$ cat config.mk
export PLATFORM = sky130hd
export DESIGN_NAME = shift_unit
export DESIGN_NICKNAME = d
export VERILOG_FILES = /design/src/rtl/shift_pkg.sv /design/src/rtl/shift_step.sv /design/src/rtl/shift_unit.sv
export SDC_FILE = /design/constraint.sdc
export NUM_CORES = 1
export LEC_CHECK = 0
export CORE_MARGIN = 10
export CORE_UTILIZATION = 45
export CTS_BUF_LIST = sky130_fd_sc_hd__clkbuf_4
export CTS_CLUSTER_DIAMETER = 150
export CTS_CLUSTER_SIZE = 8
export DETAILED_ROUTE_END_ITERATION = 6
export HOLD_SLACK_MARGIN = 0.08
export PLACE_DENSITY = 0.77
export SLEW_MARGIN = 5
export SYNTH_ARGS = -nofsm -noshare
export SYNTH_HDL_FRONTEND = slang
export SYNTH_SLANG_ARGS = --single-unit
export TNS_END_PERCENT = 20
$ cat constraint.sdc
create_clock -name Clk -period 5.26 [get_ports Clk]
set_input_delay 0.526 -clock Clk [delete_from_list [all_inputs] [get_ports Clk]]
set_output_delay 0.526 -clock Clk [all_outputs]
set_load 0.05 [all_outputs]
$ cat src/rtl/shift_pkg.sv
// Shared types for the iterative shift unit: operation modes and FSM states.
package shift_pkg;

    typedef enum logic [1:0] {
        SHIFT_SLL  = 2'b00,
        SHIFT_SRL  = 2'b01,
        SHIFT_SRA  = 2'b10,
        SHIFT_ROTR = 2'b11
    } shift_mode_e;

    typedef enum logic [1:0] {
        ST_IDLE  = 2'b00,
        ST_SHIFT = 2'b01,
        ST_DONE  = 2'b10
    } shift_state_e;

endpackage

$ cat src/rtl/shift_step.sv
// Combinational single-step shifter: moves data by k (0..STEP) places and flags any 1 bit lost.
// Rotate right is built only when SHIFT_ROTATE_EN is defined; otherwise mode 11 behaves as SLL.
module shift_step
    import shift_pkg::*;
#(
    parameter int WIDTH = 32,
    parameter int STEP  = 4,
    parameter int KW    = $clog2(STEP + 1)
) (
    input  logic [WIDTH-1:0] data,
    input  logic [KW-1:0]    k,
    input  logic [1:0]       mode,
    input  logic             fill,
    output logic [WIDTH-1:0] shifted,
    output logic             lost
);

    localparam logic [WIDTH-1:0] ONES = {WIDTH{1'b1}};

    logic sra_fill;

    assign sra_fill = fill & (shift_mode_e'(mode) == SHIFT_SRA);

    always_comb begin
        shifted = data << k;
        lost    = |(data & ~(ONES >> k));
        case (shift_mode_e'(mode))
            SHIFT_SRL, SHIFT_SRA: begin
                // Right shifts: vacated top bits take the captured sign (SRA) or zero.
                shifted = (data >> k) | (sra_fill ? ~(ONES >> k) : '0);
                lost    = |(data & ~(ONES << k));
            end
`ifdef SHIFT_ROTATE_EN
            SHIFT_ROTR: begin
                shifted = (data >> k) | (data << (WIDTH - int'(k)));
                lost    = 1'b0;
            end
`else
            SHIFT_ROTR: ;
`endif
            default: ;
        endcase
    end

endmodule

$ cat src/rtl/shift_unit.sv
// Iterative SLL/SRL/SRA(/ROTR) shifter with valid/ready handshakes, up to STEP places per cycle.
// Define SHIFT_ROTATE_EN to build rotate right for mode 11; otherwise mode 11 executes as SLL.
module shift_unit
    import shift_pkg::*;
#(
    parameter int WIDTH = 32,
    parameter int STEP  = 4,
    parameter int SHW   = $clog2(WIDTH)
) (
    input  logic             Clk,
    input  logic             Reset,
    input  logic             in_valid,
    output logic             in_ready,
    input  logic [WIDTH-1:0] in_data,
    input  logic [SHW-1:0]   in_shamt,
    input  logic [1:0]       in_mode,
    output logic             out_valid,
    input  logic             out_ready,
    output logic [WIDTH-1:0] out_data,
    output logic             out_lost
);

    localparam int             KW     = $clog2(STEP + 1);
    localparam logic [SHW:0]   STEP_V = (SHW + 1)'(STEP);

    shift_state_e     state;
    shift_mode_e      mode_q;
    logic [WIDTH-1:0] data_q;
    logic [SHW-1:0]   rem_q;
    logic             fill_q;
    logic             lost_q;

    logic [KW-1:0]    k;
    logic [SHW-1:0]   rem_next;
    logic [WIDTH-1:0] step_data;
    logic             step_lost;

    // The final partial step takes whatever amount remains.
    assign k        = ({1'b0, rem_q} < STEP_V) ? KW'(rem_q) : KW'(STEP);
    assign rem_next = rem_q - SHW'(k);

    shift_step #(
        .WIDTH (WIDTH),
        .STEP  (STEP),
        .KW    (KW)
    ) u_step (
        .data    (data_q),
        .k       (k),
        .mode    (mode_q),
        .fill    (fill_q),
        .shifted (step_data),
        .lost    (step_lost)
    );

    always_ff @(posedge Clk or posedge Reset) begin
        if (Reset) begin
            state     <= ST_IDLE;
            in_ready  <= 1'b1;
            out_valid <= 1'b0;
            mode_q    <= SHIFT_SLL;
            data_q    <= '0;
            rem_q     <= '0;
            fill_q    <= 1'b0;
            lost_q    <= 1'b0;
        end else begin
            case (state)
                ST_IDLE: begin
                    if (in_valid) begin
                        data_q   <= in_data;
                        mode_q   <= shift_mode_e'(in_mode);
                        rem_q    <= in_shamt;
                        fill_q   <= in_data[WIDTH-1];
                        lost_q   <= 1'b0;
                        in_ready <= 1'b0;
                        if (in_shamt != '0) begin
                            state <= ST_SHIFT;
                        end else begin
                            state     <= ST_DONE;
                            out_valid <= 1'b1;
                        end
                    end
                end
                ST_SHIFT: begin
                    data_q <= step_data;
                    lost_q <= lost_q | step_lost;
                    rem_q  <= rem_next;
                    if (rem_next == '0) begin
                        state     <= ST_DONE;
                        out_valid <= 1'b1;
                    end
                end
                ST_DONE: begin
                    if (out_ready) begin
                        state     <= ST_IDLE;
                        out_valid <= 1'b0;
                        in_ready  <= 1'b1;
                    end
                end
                default: begin
                    state     <= ST_IDLE;
                    out_valid <= 1'b0;
                    in_ready  <= 1'b1;
                end
            endcase
        end
    end

    assign out_data = data_q;
    assign out_lost = lost_q;

endmodule

Yosys cells after proc, flatten, opt, wreduce, memory -nomap -nowiden:

Cells that the tools add are included.

* flip-flop bits (word level): 45
* output and inout bits: 35
* word-level logic and storage cells: 64
* bits of input ports: 43

* add/sub/neg operators: 1
* magnitude comparators: 1
* shifts and indexed selects: 4
* reduce and logical (&&, ||, !) cells: 12
* muxes and demuxes: 22
* equal/unequal tests: 8
* bitwise gates (word level): 8

Operators with widths (number)
* $mux 32: 3
* $and 32x32->32: 2
* $not 32->32: 2
* $pmux 32 s2: 1
* $reduce_or 32->1: 2
* $or 32x32->32: 1
* $shl 32x3->32: 1
* $shl 32x3->32 const A: 1
* $shr 32x3->32: 1
* $shr 32x3->32 const A: 1
* $pmux 5 s2: 1
* $mux 2: 4
* $ne 2x2->1 const B: 4
* $mux 1: 7
* $pmux 1 s3: 2
* $pmux 2 s3: 1
* $reduce_and 3->1: 2
* $logic_not 5->1: 1
* $lt 5x3->1 const B: 1
* $mux 5: 1
* $reduce_bool 5->1: 1
* $sub 5x3->5: 1
* $eq 2x1->1 const B: 2
* $eq 2x2->1 const B: 2
* other kinds (10): 11

Longest topological paths before layout:

Gate-level depths: netlist of run 1.

* depth in word-level cells: 9
* depth in mapped cells: 12
* gate-level depth less buffers: 8

Hierarchy:

Synthesis of run 1 repeated with hierarchy kept, for this count alone.

* cell total of the unflattened synthesis: 507
* area total of the unflattened synthesis: 4833.4 um^2

By module, submodules not included
* shift_step: cells an instance 285, instances 1, area each 2562.5 um^2, sequential area each 0.0 um^2
* shift_unit: cells an instance 222, instances 1, area each 2270.9 um^2, sequential area each 1127.3 um^2

Least setup slack after synthesis of run 1:

Ideal clock, no wire load.

* kind: reg2reg
* start point: register rem_q[4]
* end point: register state[0]
* period minus slack after synthesis: 2.387 ns
* buffers on the path: 4
* data required time: 5.188 ns
* stages on the path, launching flop included: 13
* setup time: 0.072 ns
* setup slack: 2.873 ns
* arrival time: 2.315 ns
* cells stage by stage: dfrtp_1 > buf_2 > or3_1 > buf_2 > buf_2 > buf_2 > nand2_1 > ha_1 > o21ai_0 > a21oi_1 > o211ai_1 > a21oi_1 > nor2_1

* word-level cells in the longest chain between the ends: 6

RTL lines
* start: declaration: RTL line shift_unit.sv:29 `logic [SHW-1:0] rem_q;`
* start signal: assignment: RTL line shift_unit.sv:71 `rem_q <= in_shamt;`
* start signal: assignment: RTL line shift_unit.sv:86 `rem_q <= rem_next;`
* $lt 5x3->1: RTL line shift_unit.sv:39 `assign k = ({1'b0, rem_q} < STEP_V) ? KW'(rem_q) : KW'(STEP);`
* $mux 3: RTL line shift_unit.sv:39
* $sub 5x3->5 *: RTL line shift_unit.sv:40 `assign rem_next = rem_q - SHW'(k);`
* $logic_not 5->1 *: RTL line shift_unit.sv:87 `if (rem_next == '0) begin`
* $ne 2x2->1 (no line) *
* $reduce_and 3->1 (no line) *
* end signal: assignment: RTL line shift_unit.sv:88 `state <= ST_DONE;`
* end signal: assignment: RTL line shift_unit.sv:94 `state <= ST_IDLE;`
* end signal: assignment: RTL line shift_unit.sv:100 `state <= ST_IDLE;`
* end: declaration: RTL line shift_unit.sv:26 `shift_state_e state;`

Mark *: on every way between the ends. The rest lies on a longest branch, timed or not.
A chain may end at the register's enable or synchronous reset.

Worst setup path in the final report of run 1:

* start point: register state[1]
* end point: register data_q[19] (netlist: out_data[19])

* word-level cells in the longest chain between the ends: 3
* elaborated cells between the ends (all ways): 6
* those cells by class: 2 x eq/ne; 1 x mux; 3 x reduce/logical

RTL lines
* start signal: assignment: RTL line shift_unit.sv:57 `state <= ST_IDLE;`
* start signal: assignment: RTL line shift_unit.sv:76 `state <= ST_SHIFT;`
* start signal: assignment: RTL line shift_unit.sv:78 `state <= ST_DONE;`
* $eq 2x1->1 or $logic_not 2->1 (tied branches): RTL line shift_unit.sv:66 `case (state)`
* $reduce_bool 2->1 (no line) or $ne 2x2->1 (tied branches)
* $reduce_and 2->1 (no line)
* end signal: assignment: RTL line shift_unit.sv:69 `data_q <= in_data;`
* end signal: assignment: RTL line shift_unit.sv:84 `data_q <= step_data;`
* end: declaration: RTL line shift_unit.sv:28 `logic [WIDTH-1:0] data_q;`

Several ways; a longest one is shown, not always the timed one.

==> key figures, run 1 <==
Worst hold path
  – Origin of the worst min-delay path: fill_q
  – Hold depth: 1
  – Hold Crit Class: flip-flop to flip-flop

Drt
  – Vias per cell: 6.71
  – DRC viols: 0
  – WL/cell: 21.5 um
  – Vias post-DR: approximately 5,100
  – Pre-Repair DR Iteration Count: 5
  – Wirelength, routed: 16,200 um
  – Initial DRC Count: ~670
  – Final ANT Viol Nets: 0

CTS
  – Hold buffer count at CTS: 0
  – Clk_lat worst skew: 0.39 ns
  – PostCTS Resize Cnt: 0
  – Num CTS Buffers: 5
  – Root Buffer: clkbuf_4
  – Worst-path clk slew: 0.18 ns
  – H-tree Lvls: 2
  – CTS tree: yes
  – # clock sinks: 45
  – Buffers from clock root to sink, at most: 2
  – Postcts setup bufs: 0

Global route
  – Grt met2 use: 33.8%
  – Antenna violations before repair: 0
  – Largest net degree at the start of global routing: 55
  – First-pass GRT wire length: 26,400 um
  – Met1 Usage GRT: 28.3%
  – M3 GR Usage: 4.63%
  – Vias in the first global route: 4,959
  – Grt ovf: 0
  – Gr usage total: approximately a fifth
  – GRT busiest layer: met2

STA
  – Clock skew: about 0.027 ns
  – Tcrit/Tclk final: 52.7%
  – Max-slew violation count: 0
  – Final Setup Violations: 0
  – Worst relative slew slack: 6.44%
  – Sum Neg Setup Slack: 0 ns
  – Hold Violations, Final: 0
  – Tmin final: 2.77 ns
  – Worst-margin pin slew: 1.40 ns
  – RSZ-0062 raised after global routing: no
  – Highest Clock Rate: 361 MHz

Synth
  – Synthesis-stage register bit count: 45
  – Mapped Cells: between 600 and 700
  – Ys async rst share: 100%
  – Top cells by area, synth: dfrtp_1 (23%), mux2i_1 (11%), mux4_2 (5.3%)
  – Post-synth top area cell: dfrtp_1
  – Sequential element share of the synthesized area: between 20% and 30%
  – Yosys warning total: 0
  – Syn nets: 648
  – Mapped cell area: 4690 um2
  – Ys flop type: dfrtp_1
  – Netlist cell types: 61
  – Synth top area share: about a quarter
  – Post-synth EDFFs: 0
  – Avg Synthesized Cell Area: around 7.8 um2

Cells and area
  – Layout cell share with drive strength beyond 1: around 7.6%
  – Nets: 661
  – Multi-input logic area: 3150 um2
  – Layout Cells excl Fill: 753
  – # diodes: 0
  – Area delta synth->final: 15.7%
  – Register area: roughly 1100 um2
  – Fillers: 1,000

Floorplanning
  – Number of placement rows: 37
  – # IOs: 78
  – Die width: 122 um
  – Core area: 10,200 um2
  – Initial core utilization: 45.8%
  – Die height: 122 um
  – Die ar.: around 15,000 um2

Placed design
  – Placed Cells: between 700 and 800
  – Routability cong.: roughly 0.92
  – Final HPWL DP: 10,500 um
  – Buffers added on ports: between 70 and 80

Critical path
  – Crit. Startpoint: state[1]
  – CP Class: flip-flop to flip-flop
  – WP data arrival: 3.04 ns
  – R2R cell count: 5
  – Crit Path Max Fanout: 15
  – Startpoint Class: flip-flop
  – FF-to-FF Start: state[1]
  – WP data required: 5.52 ns
  – Worst setup EP type: flip-flop

Status
  – Outcome: finished, final reports clean

Job
  – Max-Cap Viols: 0
[critical path: stages (launching register included)]
cell and delay, ns:
dfrtp_1 0.57, nor2b_1 1.12, buf_4 0.38, o221ai_1 0.15, a221oi_1 0.34, nor3_1 0.08
[placed cells by master (no fill, tap or decap), drive strengths merged, types with 3 or more instances in the layout]
| cell type | instances |
|---|---|
| a2111oi | 3 |
| a211oi | 15 |
| a21oi | 45 |
| a221o | 4 |
| a221oi | 12 |
| a31oi | 17 |
| buf | 10 |
| clkbuf | 5 |
| clkdlybuf4s50 | 77 |
| dfrtp | 44 |
| inv | 12 |
| mux2 | 8 |
| mux2i | 51 |
| mux4 | 11 |
| nand2 | 65 |
| nand2b | 4 |
| nand3 | 15 |
| nor2 | 37 |
| nor2b | 8 |
| nor3 | 29 |
| nor3b | 3 |
| nor4 | 4 |
| o211ai | 10 |
| o21a | 4 |
| o21ai | 47 |
| o221ai | 7 |
| o22a | 3 |
| o22ai | 14 |
| o31ai | 5 |
| or3 | 10 |
| or4 | 4 |
[synth_stat cells (10+ instances only)]
cell type and count:
a211oi_1 15, a21oi_1 45, a221oi_1 10, a31oi_1 17, buf_2 20, clkbuf_1 45, dfrtp_1 44, inv_1 12
mux2i_1 51, mux4_2 11, nand2_1 65, nand3_1 15, nor2_1 37, nor3_1 28, o211ai_1 10, o21ai_0 45
o22ai_1 14, or3_1 10
[layout make-up]
cell class | instances | share of cell area [%]
clock buffers | 5 | 0.692
clock inverters | 3 | 0.762
inverters | 13 | 0.900
multi-input cells | 464 | 58.1
flip-flops and latches | 45 | 20.8
well taps | 136 | 3.14
repair buffers | 87 | 15.6
[worst paths after layout]
path                       slack [ns]            to
max reg2reg                      2.49  out_data[19]
min in group asynchronous        0.67  out_data[29]
min                              0.53        fill_q
min reg2reg                      0.53        fill_q
max in group asynchronous        3.92      rem_q[0]
max                              2.49  out_data[19]
[layer usage]
layer	routed length [um]	vias to the layer above	part of all wire, %
met2	7540	328	46
met1	6700	2413	41
li1	-	2280	-
met3	1690	32	10
met4	285	0	1.8
met5	0	-	0
[per-stage QoR]
stage          utilization [%]  hold WS, ns  worst slack [ns]  instance area, um2
2_1_floorplan                -        0.481              2.87                4690
3_3_place_gp              52.2        0.492              2.56                5340
3_5_place_dp              52.2        0.498              2.49                5340
4_1_cts                   53.0        0.535              2.58                5420
5_1_grt                   53.0        0.572              2.37                5420
6_report                  53.0        0.534              2.49                5420
[flip-flops by register name, indices dropped and copies added, names as in the netlist]
name	flops
fill_q	1
in_ready	1
mode_q	2
out_data	32
out_lost	1
out_valid	1
rem_q	5
state	2
[logic make-up after synthesis]
family | Yosys count | synth area share, %
simple gates | 184 | 18.9
buf+inv | 94 | 9.13
fa+ha+maj | 3 | 0.748
other cells | 1 | 0.0800
xor+xnor | 2 | 0.374
flops | 45 | 24.1
compound gates | 204 | 28.5
mux | 70 | 18.2
Power of run 1 is not shown: default switching activity piles up to over one toggle a cycle in this logic, so the estimate is an artifact.
==> run 2: changes to the inputs <==
==> constraint.sdc (replaced) <==
create_clock -name Clk -period 2.8 [get_ports Clk]
set_input_delay 0.28 -clock Clk [delete_from_list [all_inputs] [get_ports Clk]]
set_output_delay 0.28 -clock Clk [all_outputs]
set_load 0.05 [all_outputs]
==> key figures, run 2 (synthesized netlist as in run 1, its figures left out) <==
Global route
  – Vias in the first global route: 4,910
  – Gr usage total: 21.7%
  – Largest net degree at the start of global routing: 39
  – First-pass GRT wire length: 26,400 um
  – Antenna violations before repair: 0
  – Grt ovf: 0

STA
  – Hold Violations, Final: 0
  – Highest Clock Rate: slightly above 400 MHz
  – Worst-margin pin slew: 0.692 ns
  – Max-slew violation count: 0
  – Hold_ws: 0.287 ns
  – Clock skew: 0.0290 ns
  – Tcrit/Tclk final: 88.2%
  – Sum Neg Setup Slack: 0 ns
  – Worst relative slew slack: between 50% and 60%
  – Tmin final: around 2.5 ns
  – Final Setup Violations: 0
  – RSZ-0062 raised after global routing: no

CTS
  – Buffers from clock root to sink, at most: 2
  – Root Buffer: clkbuf_4
  – Worst-path clk slew: 0.17 ns
  – Postcts setup bufs: 0
  – PostCTS Resize Cnt: 0
  – CTS tree: yes
  – H-tree Lvls: 2
  – Num CTS Buffers: 5
  – Hold buffer count at CTS: 0
  – # clock sinks: 45
  – Clk_lat worst skew: 0.40 ns

Floorplanning
  – Initial core utilization: ~46%
  – Die width: 122 um
  – Number of placement rows: 37
  – Core area: 10,200 um2
  – Die height: about 120 um
  – # IOs: 78
  – Die ar.: 14,900 um2

Drt
  – Final ANT Viol Nets: 0
  – Wirelength, routed: 16,400 um
  – Pre-Repair DR Iteration Count: 4
  – Vias post-DR: 5,070
  – WL/cell: 21.3 um
  – Vias per cell: 6.60
  – DRC viols: 0
  – Initial DRC Count: 437

Critical path
  – WP data arrival: approximately 2.8 ns
  – Crit Path Max Fanout: 16
  – Startpoint Class: flip-flop
  – FF-to-FF setup slack: about 0.33 ns
  – WP data required: around 3 ns
  – CP Class: flip-flop to flip-flop
  – Worst setup EP type: flip-flop

Placed design
  – Final HPWL DP: about 11,000 um
  – DP Area: 5470 um2
  – Routability cong.: roughly 0.95
  – Buffers added on ports: 77

Cells and area
  – Final Util: a little over half
  – Area delta synth->final: 18.5%
  – # diodes: 0
  – Nets: 676
  – Commonest cells after routing, fill and taps aside: clkdlybuf4s50_1 (77), nand2_1 (65), mux2i_1 (51)
  – Layout cell share with drive strength beyond 1: roughly 9.8%
  – Leading cell type in the layout, fill and taps excluded: clkdlybuf4s50_1
  – Post-route cell area: 5550 um2
  – Max FFs per register: 32

Worst hold path
  – Hold Crit Class: input pin to async pin

Status
  – Outcome: finished, final reports clean

Job
  – Max-Cap Viols: 0
run 2: changes by cell type in the layout (fill, tap and decap cells not counted), sizes merged:
cell,before,now
buf,10,25
run 2: worst max-delay path, cell delays in order, from the launching register on:
cell and delay (ns):
dfrtp_1 0.73, or3_1 0.26, nand2_1 0.08, ha_1 0.29, o21ai_0 0.35, a21oi_1 0.11
o211ai_1 0.38, a31oi_1 0.15
run 2: layer usage:
layer	track usage [%]	wire (um)	part of all wire [%]
met5	0	0	0
met4	6.56	234	1.4
met3	4.72	1560	9.5
met2	35.1	7770	47
met1	28.4	6830	42
run 2: final cells by class:
cell class | instances | area, um2
multi-input cells | 464 | 3140
clock inverters | 3 | 41.3
fillers | 971 | 4680
clock buffers | 5 | 37.5
inverters | 13 | 48.8
repair buffers | 102 | 983
well taps | 136 | 170
flip-flops and latches | 45 | 1130
run 2: metrics by stage:
stage               worst slack (ns)  std cells
finish                         0.330        768
global route                   0.134        768
CTS                            0.349        768
detailed placement             0.388        760
global placement               0.500        760
floorplan                      0.413        603
run 2: final timing paths:
kind                       startpoint  depth (start not counted)            to
hold reg to reg              out_lost                          2      out_lost
setup / recovery             rem_q[3]                          7     out_valid
setup reg to reg             rem_q[3]                          7     out_valid
hold / removal                  Reset                          2  out_data[23]
max in group asynchronous       Reset                          3  out_data[11]
min in group Clk           in_mode[0]                          3     mode_q[0]
Power of run 2 is left out for the same reason.
==> run 3: changes to the inputs <==
--- a/config.mk
+++ b/config.mk
@@ -5,15 +5,14 @@
 export SDC_FILE = /design/constraint.sdc
 export NUM_CORES = 1
 export LEC_CHECK = 0
-export CORE_MARGIN = 10
 export CORE_UTILIZATION = 45
 export CTS_BUF_LIST = sky130_fd_sc_hd__clkbuf_4
 export CTS_CLUSTER_DIAMETER = 150
 export CTS_CLUSTER_SIZE = 8
 export DETAILED_ROUTE_END_ITERATION = 6
 export HOLD_SLACK_MARGIN = 0.08
-export PLACE_DENSITY = 0.77
-export SLEW_MARGIN = 5
+export PLACE_DENSITY = 0.7
+export SLEW_MARGIN = 10
 export SYNTH_ARGS = -nofsm -noshare
 export SYNTH_HDL_FRONTEND = slang
 export SYNTH_SLANG_ARGS = --single-unit
==> key figures, run 3 (synthesized netlist as in run 1, its figures left out) <==
Status
  – Outcome: finished, final reports clean

CTS
  – Root Buffer: clkbuf_4
  – Postcts setup bufs: 0
  – H-tree Lvls: 2
  – Buffers from clock root to sink, at most: 2
  – # clock sinks: 45
  – PostCTS Resize Cnt: 0
  – CTS tree: yes
  – Hold buffer count at CTS: 0
  – Num CTS Buffers: 5
  – Clk_lat worst skew: 0.40 ns
  – Worst-path clk slew: 0.15 ns

Floorplanning
  – Number of placement rows: 36
  – # IOs: 78
  – Die width: 104 um
  – Core area: between 9000 and 10,000 um2
  – Die height: 104 um
  – Initial core utilization: 47.1%
  – Die ar.: 10,800 um2

Drt
  – Pre-Repair DR Iteration Count: 5
  – Vias post-DR: just over 5,000
  – Vias per cell: 6.63
  – WL/cell: between 20 and 25 um
  – DRC viols: 0
  – Initial DRC Count: approximately 430
  – Final ANT Viol Nets: 0
  – Wirelength, routed: 15,800 um

Critical path
  – WP data required: 3.09 ns
  – Crit Path Max Fanout: 25
  – WP data arrival: 2.73 ns
  – CP Class: flip-flop to flip-flop
  – Worst setup EP type: flip-flop
  – Startpoint Class: flip-flop

STA
  – Max-slew violation count: 0
  – Hold Violations, Final: 0
  – Tmin final: 2.43 ns
  – Setup ws final: 0.366 ns
  – RSZ-0062 raised after global routing: no
  – Sum Neg Setup Slack: 0 ns
  – Highest Clock Rate: 411 MHz
  – Clock skew: 0.0166 ns
  – Worst relative slew slack: 60.5%
  – Hold_ws: 0.256 ns
  – Tcrit/Tclk final: 86.9%
  – Final Setup Violations: 0
  – Worst-margin pin slew: slightly below 0.6 ns

Cells and area
  – Layout Cells excl Fill: 764
  – Nets: 675
  – Layout cell share with drive strength beyond 1: 9.83%
  – Leading cell type in the layout, fill and taps excluded: clkdlybuf4s50_1
  – # diodes: 0
  – Multi-input logic area: 3140 um2
  – Commonest cells after routing, fill and taps aside: clkdlybuf4s50_1 (77), nand2_1 (65), mux2i_1 (51)
  – Area delta synth->final: 17.8%
  – Register area: 1130 um2
  – Max FFs per register: 32
  – Fillers: around 940

Placed design
  – Pre-CTS WS: 0.417 ns
  – Placed Cells: 756
  – Buffers added on ports: between 70 and 80
  – Final HPWL DP: 10,400 um
  – Routability cong.: 0.888

Global route
  – Grt ovf: 0
  – Vias in the first global route: 4,827
  – Antenna violations before repair: 0
  – First-pass GRT wire length: 25,900 um
  – Largest net degree at the start of global routing: 49
  – Gr usage total: between 20 and 30%

Worst hold path
  – Hold Crit Class: input pin to async pin

Job
  – Max-Cap Viols: 0
-- run 3: cell types whose count changed in the layout (fill, tap and decap cells not counted) --
cell        previous run  this run
buf_4                 23        22
bufinv_16              1         0
clkbuf_4               5         6
clkinv_1               2         1
clkinvlp_4             1         2
-- run 3: metal layers --
layer | part of all wire [%] | global-route usage (%)
met1 | 44 | 40.9
met2 | 47 | 46.0
met3 | 8.1 | 4.89
met4 | 1.9 | 9.69
met5 | 0 | 0
-- run 3: metrics by stage --
step                utilization, %  instance area, um2
floorplan                        -                4690
global placement              54.9                5460
detailed placement            54.9                5460
CTS                           55.5                5520
global route                  55.5                5520
finish                        55.5                5520
-- run 3: layout make-up --
class / instances / share of cell area (%)
timing repair buffer: 101 / 17.7
clock inverter: 2 / 0.272
sequential: 45 / 20.4
multi-input combinational: 464 / 56.9
inverter: 13 / 0.884
clock buffer: 6 / 0.816
tap: 133 / 3.01
-- run 3: final timing paths --
| check | from | end | slack (ns) | cells past startpoint |
|---|---|---|---|---|
| setup / recovery | rem_q[1] | out_data[24] | 0.37 | 5 |
| hold / removal | Reset | out_data[7] | 0.26 | 2 |
| setup reg to reg | rem_q[1] | out_data[24] | 0.37 | 5 |
| hold reg to reg | fill_q | fill_q | 0.54 | 1 |
| max in group asynchronous | Reset | out_data[9] | 2.01 | 3 |
| min in group Clk | in_mode[0] | mode_q[0] | 0.44 | 3 |
-- run 3: worst max-delay path, stage by stage, from the launching register on --
cell and delay [ns]:
dfrtp_1 0.53, buf_4 0.39, clkinv_1 0.44, mux4_2 0.57, a211oi_1 0.29, nor3_1 0.09
Power of run 3 is left out for the same reason.
==> edit 1: new RTL, flow settings as in run 3 <==
`STEP` is set to 4 in 2 places; all go to 16.
--- a/src/rtl/shift_step.sv
+++ b/src/rtl/shift_step.sv
@@ -5,5 +5,5 @@
 #(
     parameter int WIDTH = 32,
-    parameter int STEP  = 4,
+    parameter int STEP  = 16,
     parameter int KW    = $clog2(STEP + 1)
 ) (
--- a/src/rtl/shift_unit.sv
+++ b/src/rtl/shift_unit.sv
@@ -5,5 +5,5 @@
 #(
     parameter int WIDTH = 32,
-    parameter int STEP  = 4,
+    parameter int STEP  = 16,
     parameter int SHW   = $clog2(WIDTH)
 ) (
Formal check against the unedited RTL: not equivalent (a bounded check fails within 4 cycles, from zero or initial values and one cycle with Reset high).
==> edit 1 against run 3 <==
  * The flow now finishes with violations (DRC)
  * Area after synthesis is 42% higher
  * Setup slack worse by 0.24 ns
  * Critical path depth is 1 higher
  * Fmax is 8.9% lower
  * Synthesized cell count is 49% higher
  * Final area is 48% higher
  * Utilization is 1.0 points higher
  * First-iteration DRC count grew to 3.4 times the old value
  * Clock skew is 0.00070 ns higher
  * Sequential cell count stayed put
  * Wire length is 140% higher
  * Critical path type unchanged
Power is left out: the tool's default activity adds up to more than one toggle a clock period on the data nets, which glitch-free logic cannot reach.
==> edit 1: results (changes against run 3) <==
Yosys
Ranked by instance count, the synthesized netlist is headed by nand2_1 (84), a21oi_1 (76), clkbuf_1 (72). The number of distinct library cells after synthesis is 76 (+25%). The primary flip-flop cell chosen by synthesis mapping is dfrtp_1. The post-synthesis share of cell area spent on full adders, half adders and majority gates is 0.488% (-0.26 points). By area the synthesized netlist is led by dfrtp_1 (17%), mux2i_1 (8.9%), mux4_2 (5.7%). The net count after synthesis is 944 (+46%).

The share of synthesized area occupied by flip-flops and latches is 16.9% (-7.2 points). The mux share of post-synthesis cell area came to 17.0% (-1.2 points). The fraction of synthesized cell area in xor and xnor cells is 0% (-0.37 points). The async set or reset register ratio after synthesis is 100% (unchanged).

The synthesis warning total is 0 (unchanged). The synthesized-area fraction occupied by ao, oa, aoi and oai cells was 37.4% (+8.9 points).

Cells and area
The number of filler cells placed in the layout came to 1441 (+53%). The flip-flop count of the largest register after layout was 32 (unchanged). The fraction of final layout cells sized beyond drive strength 1 came to 17.8% (+7.9 points).

The net count of the finished layout is 1017 (+51%).

Worst setup path
Broken down by cell family, the worst path's largest delay share belongs to simple AND/OR/NAND/NOR gates. The critical path data arrival time is 3.04 ns (+0.31 ns). The peak fanout along the critical path is 17 (-32%). The number of cells traversed by the worst register-to-register path is 6 (+1). The slowest cell on the critical path is dfrtp_2. The longest individual stage delay on the worst path is 0.64 ns (+0.07 ns). The reg2reg setup slack is 0.13 ns (-0.24 ns).

Min path
The min-delay analysis places its worst path in the category in2async.

Route
The number of design-rule violations left by the first detailed-router iteration is 1465 (+240%). The total iterations of the first detailed-routing run is 7 (+2). The via density per instance was 7.61 (+15%). The total wirelength of the detailed-routed design is 37600 um (+140%). The post-route DRC violation count is 12 (+12).

GRT
The first-pass GRT wire length was 53700 um (+110%). The initial antenna violation count is 2 (+2). The global-route usage over all layers is 49.8% (+20 points). The number of global-route vias before repair came to 8051 (+67%). The pin count of the biggest net entering global routing was 52 (+6.1%).

Clocking
The cell sitting at the root of the clock tree is a clkbuf_4. The clock latency at the later pin of the worst-skew pair was 0.45 ns (+0.05 ns). The maximum clock insertion buffer count is 2 (unchanged). The post-cts resize count is 0 (unchanged).

The number of buffers inserted during clock tree synthesis is 5 (unchanged). The clock edge transition at the registers on the reported setup and hold paths is 0.18 ns (+0.03 ns). The number of buffers added for setup after CTS is 0 (unchanged).

The number of H-tree levels is 2 (unchanged).

STA
The headroom to the max-slew limit is 45.6% (-15 points). The clock skew is 0.0173 ns (+0.000704 ns).

Run status
The final reports fail on DRC. The run finished, with violations left.

Placed design
The count of input and output buffers is 77 (unchanged). The placed standard-cell area came to 0.00812 mm2 (+49%). The global placer's final weighted congestion is 1.06 (+19%).

The total half-perimeter wirelength after legalization and detailed placement is 27600 um (+170%).
-- edit 1: cell count changes after synthesis, moves of 8 or more --
cell,delta
nand2_1,+19
o21ai_0,+26
nor3_1,-13
a2bb2oi_1,+9
buf_2,+14
o22ai_1,+21
clkbuf_1,+27
mux2i_1,+8
a22oi_1,+19
a21oi_1,+31
nor2_1,+24
-- edit 1: final cells by class --
class	count	area, um2	area share, %
clock buffers	5	37.5	0.459
diodes	2	5.00	0.0612
well taps	184	230	2.82
flip-flops and latches	45	1130	13.8
inverters	17	63.8	0.780
clock inverters	3	17.5	0.214
repair buffers	186	1740	21.3
multi-input cells	718	4950	60.6
-- edit 1: path summary, 6_finish.rpt --
check / from / to
max: rem_q[4] / out_data[8]
min: Reset / out_data[21]
max reg2reg: rem_q[4] / out_data[8]
min reg2reg: in_ready / in_ready
max in group asynchronous: Reset / in_ready
min in group Clk: in_mode[0] / mode_q[0]
-- edit 1: stage by stage --
stage	setup slack (ns)	utilization, %	hold WS (ns)	instances
finish	0.128	56.5	0.280	1160
global route	0.0760	56.4	0.334	1158
CTS	0.225	56.4	0.292	1158
detailed placement	0.274	56.1	0.499	1150
global placement	0.293	56.1	0.484	1150
floorplan	0.636	-	0.366	900
-- edit 1: kinds of logic (layout without fill, tap and decap cells) --
family,count (synthesis),count (layout)
flops,45,45
buf+inv,137,211
other cells,0,2
simple gates,260,260
mux,90,90
fa+ha+maj,3,3
compound gates,365,365
-- edit 1: per-layer routing --
metal	vias up	global-route usage, %	part of all wire (%)
met5	-	0	0.048
met4	2	27.3	6.7
met3	203	18.1	15
met2	854	70.3	40
met1	4157	65.3	38
li1	3616	-	-
-- edit 1: worst register-to-register path, stage by stage (launching register included) --
cell and delay (ns):
dfrtp_2 0.64, buf_4 0.23, nand2b_1 0.52, mux4_2 0.43
and2_1 0.18, a2111oi_2 0.38, a2bb2oi_1 0.20
==> edit 2: new RTL, config.mk and constraints of run 3 <==
Without the edit above. Re-encode `shift_state_e` (3 states) as one-hot, 3 bits wide.
--- a/src/rtl/shift_pkg.sv
+++ b/src/rtl/shift_pkg.sv
@@ -9,8 +9,8 @@
     } shift_mode_e;
 
-    typedef enum logic [1:0] {
-        ST_IDLE  = 2'b00,
-        ST_SHIFT = 2'b01,
-        ST_DONE  = 2'b10
+    typedef enum logic [2:0] {
+        ST_IDLE  = 3'b001,
+        ST_SHIFT = 3'b010,
+        ST_DONE  = 3'b100
     } shift_state_e;
 
Check against the original RTL: same outputs for any inputs over 10 cycles, from zero or initial values and one cycle with Reset high; not proved beyond that.
==> edit 2 against run 3 <==
  * First-iteration DRC count up 4.7%
  * Area after synthesis up 1.9%
  * Setup slack worse by 0.063 ns
  * Sequential cell count up 1
  * Wire length up 3.5%
  * Final area up 3.9%
  * Critical path type unchanged
  * Highest routed layer unchanged
==> edit 2: results (changes against run 3) <==
Run status
The run finished with clean final reports.

Worst setup path
The reg2reg setup slack is 0.30 ns (-0.06 ns). In this run the critical register-to-register path is captured at out_data[17]. The dominant delay contributor by cell family on the critical path is simple AND/OR/NAND/NOR gates. The largest individual stage delay along the critical path comes from the cell or4b_2.

The critical path data arrival time is 2.78 ns (+0.05 ns). The number of cells traversed by the worst register-to-register path was 5 (unchanged). The longest individual stage delay on the worst path is 0.74 ns (+0.17 ns). In this run the critical register-to-register path is launched from rem_q[3]. The peak fanout along the critical path is 46 (+84%).

Yosys
The mux share of post-synthesis cell area is 22.1% (+3.9 points). The number of distinct library cells after synthesis came to 64 (+4.9%). The share of synthesized area occupied by flip-flops and latches was 24.2% (+0.11 points). The gate count of the mapped netlist was 613 (+1.7%). The synthesized-area fraction occupied by ao, oa, aoi and oai cells is 25.3% (-3.1 points). The fraction of synthesized cell area in xor and xnor cells is 0.183% (-0.19 points). The net count after synthesis came to 658 (+1.5%). By count the netlist is led by nand2_1 (97), a21oi_1 (58), mux2i_1 (56).

In the post-synthesis netlist, the biggest area contributors are dfrtp_1 (23%), mux2i_1 (12%), nand2_1 (7.6%). The post-synthesis share of cell area spent on full adders, half adders and majority gates is 0.524% (-0.22 points). The synthesis warning total is 0 (unchanged).

Clocking
The number of H-tree levels is 2 (unchanged). The clock root buffer is clkbuf_4. The clock edge transition at the registers on the reported setup and hold paths was 0.17 ns (+0.02 ns).

The clock latency at the later pin of the worst-skew pair is 0.40 ns (about the same).

Route
The number of design-rule violations left by the first detailed-router iteration is 447 (+4.7%). The total iterations of the first detailed-routing run is 5 (unchanged). The detailed-route via count is 5057 (-0.14%).

The wire length per cell is 20.7 um (+0.26%).

Placed design
The total half-perimeter wirelength after legalization and detailed placement is 11000 um (+5.2%). The global placer's final weighted congestion is 0.913 (+2.8%). The count of input and output buffers is 77 (unchanged). The total placed cells including tap cells is 781 (+3.3%).

GRT
The pin count of the biggest net entering global routing came to 47 (-4.1%). The initial antenna violation count was 0 (unchanged). The number of global-route vias before repair came to 4877 (+1.0%). The first-pass GRT wire length is 26500 um (+2.2%). The global route total overflow was 0 (unchanged). The global-route track usage on met3 came to 4.80% (-0.084 points). The met2 usage in global routing is 47.5% (+1.5 points). The global-route usage over all layers is 30.3% (+0.96 points). The met1 demand-to-capacity share in global routing is 42.2% (+1.3 points).

STA
The worst hold-check slack is 0.365 ns (+0.109 ns). The clock skew came to 0.0247 ns (+0.00811 ns). The worst-margin pin slew is 0.756 ns (+0.164 ns).

Power and ir drop
The leakage power of the design is 2.35 nW. The worst-case vdd ir drop is roughly 0.61 mV.

Cells and area
The antenna diode count is 0 (unchanged). The post-layout instance count excluding filler cells was 789 (+3.3%). The net count of the finished layout was 697 (+3.3%). The flip-flop count of the largest register after layout is 32 (unchanged).

The number of filler cells placed in the layout came to 971 (+3.1%). The fraction of final layout cells sized beyond drive strength 1 is 13.3% (+3.5 points).

Min path
The worst hold-check path type is in2async.
-- edit 2: cell count changes after synthesis, sizes merged, moves of 7 or more --
cell	delta
a21oi	+13
nor3	-23
a22oi	+11
nand2	+32
or3	-7
-- edit 2: worst max-delay path by stage --
stage	from	to	slack, ns	depth (start not counted)
2_1_floorplan	rem_q[3]	out_valid	0.19	12
5_1_grt	rem_q[3]	out_data[17]	0.24	5
3_3_place_gp	rem_q[3]	out_data[17]	0.41	5
6_report	rem_q[3]	out_data[17]	0.30	5
3_5_place_dp	rem_q[3]	out_data[17]	0.36	5
4_1_cts	rem_q[3]	out_data[17]	0.32	5
-- edit 2: cell type report --
class                      count  area share, %
tap                          136           2.97
multi-input combinational    481           57.1
timing repair buffer         110           18.0
clock buffer                   5          0.654
clock inverter                 3          0.698
inverter                       8          0.523
sequential                    46           20.1
-- edit 2: where the power goes --
part           total, mW  internal (mW)  leakage, nW  switching, mW
sequential          1.82          0.997        0.547          0.826
clock              0.444          0.185       0.0450          0.259
combinational       5.39           2.21         1.76           3.17
total               7.65           3.40         2.35           4.26
-- edit 2: worst register-to-register path: cells and delay by family (launching register included) --
family / cells / cell delay (ns)
AOI/OAI and AO/OA: 2 / 0.35
buffers and inverters: 1 / 0.23
DFF: 1 / 0.58
muxes: 1 / 0.48
and+or+nand+nor: 1 / 0.74
-- edit 2: through the flow --
step	cell area (um2)	setup WS, ns
2_1_floorplan	4770	0.193
3_3_place_gp	5660	0.414
3_5_place_dp	5660	0.364
4_1_cts	5740	0.324
5_1_grt	5740	0.238
6_report	5740	0.303
-- edit 2: layer usage --
metal,up-vias,part of all wire (%),wire (um)
met4,0,2.3,376
met2,245,46,7530
li1,2352,-,-
met3,33,7.6,1240
met1,2427,44,7190
met5,-,0,0
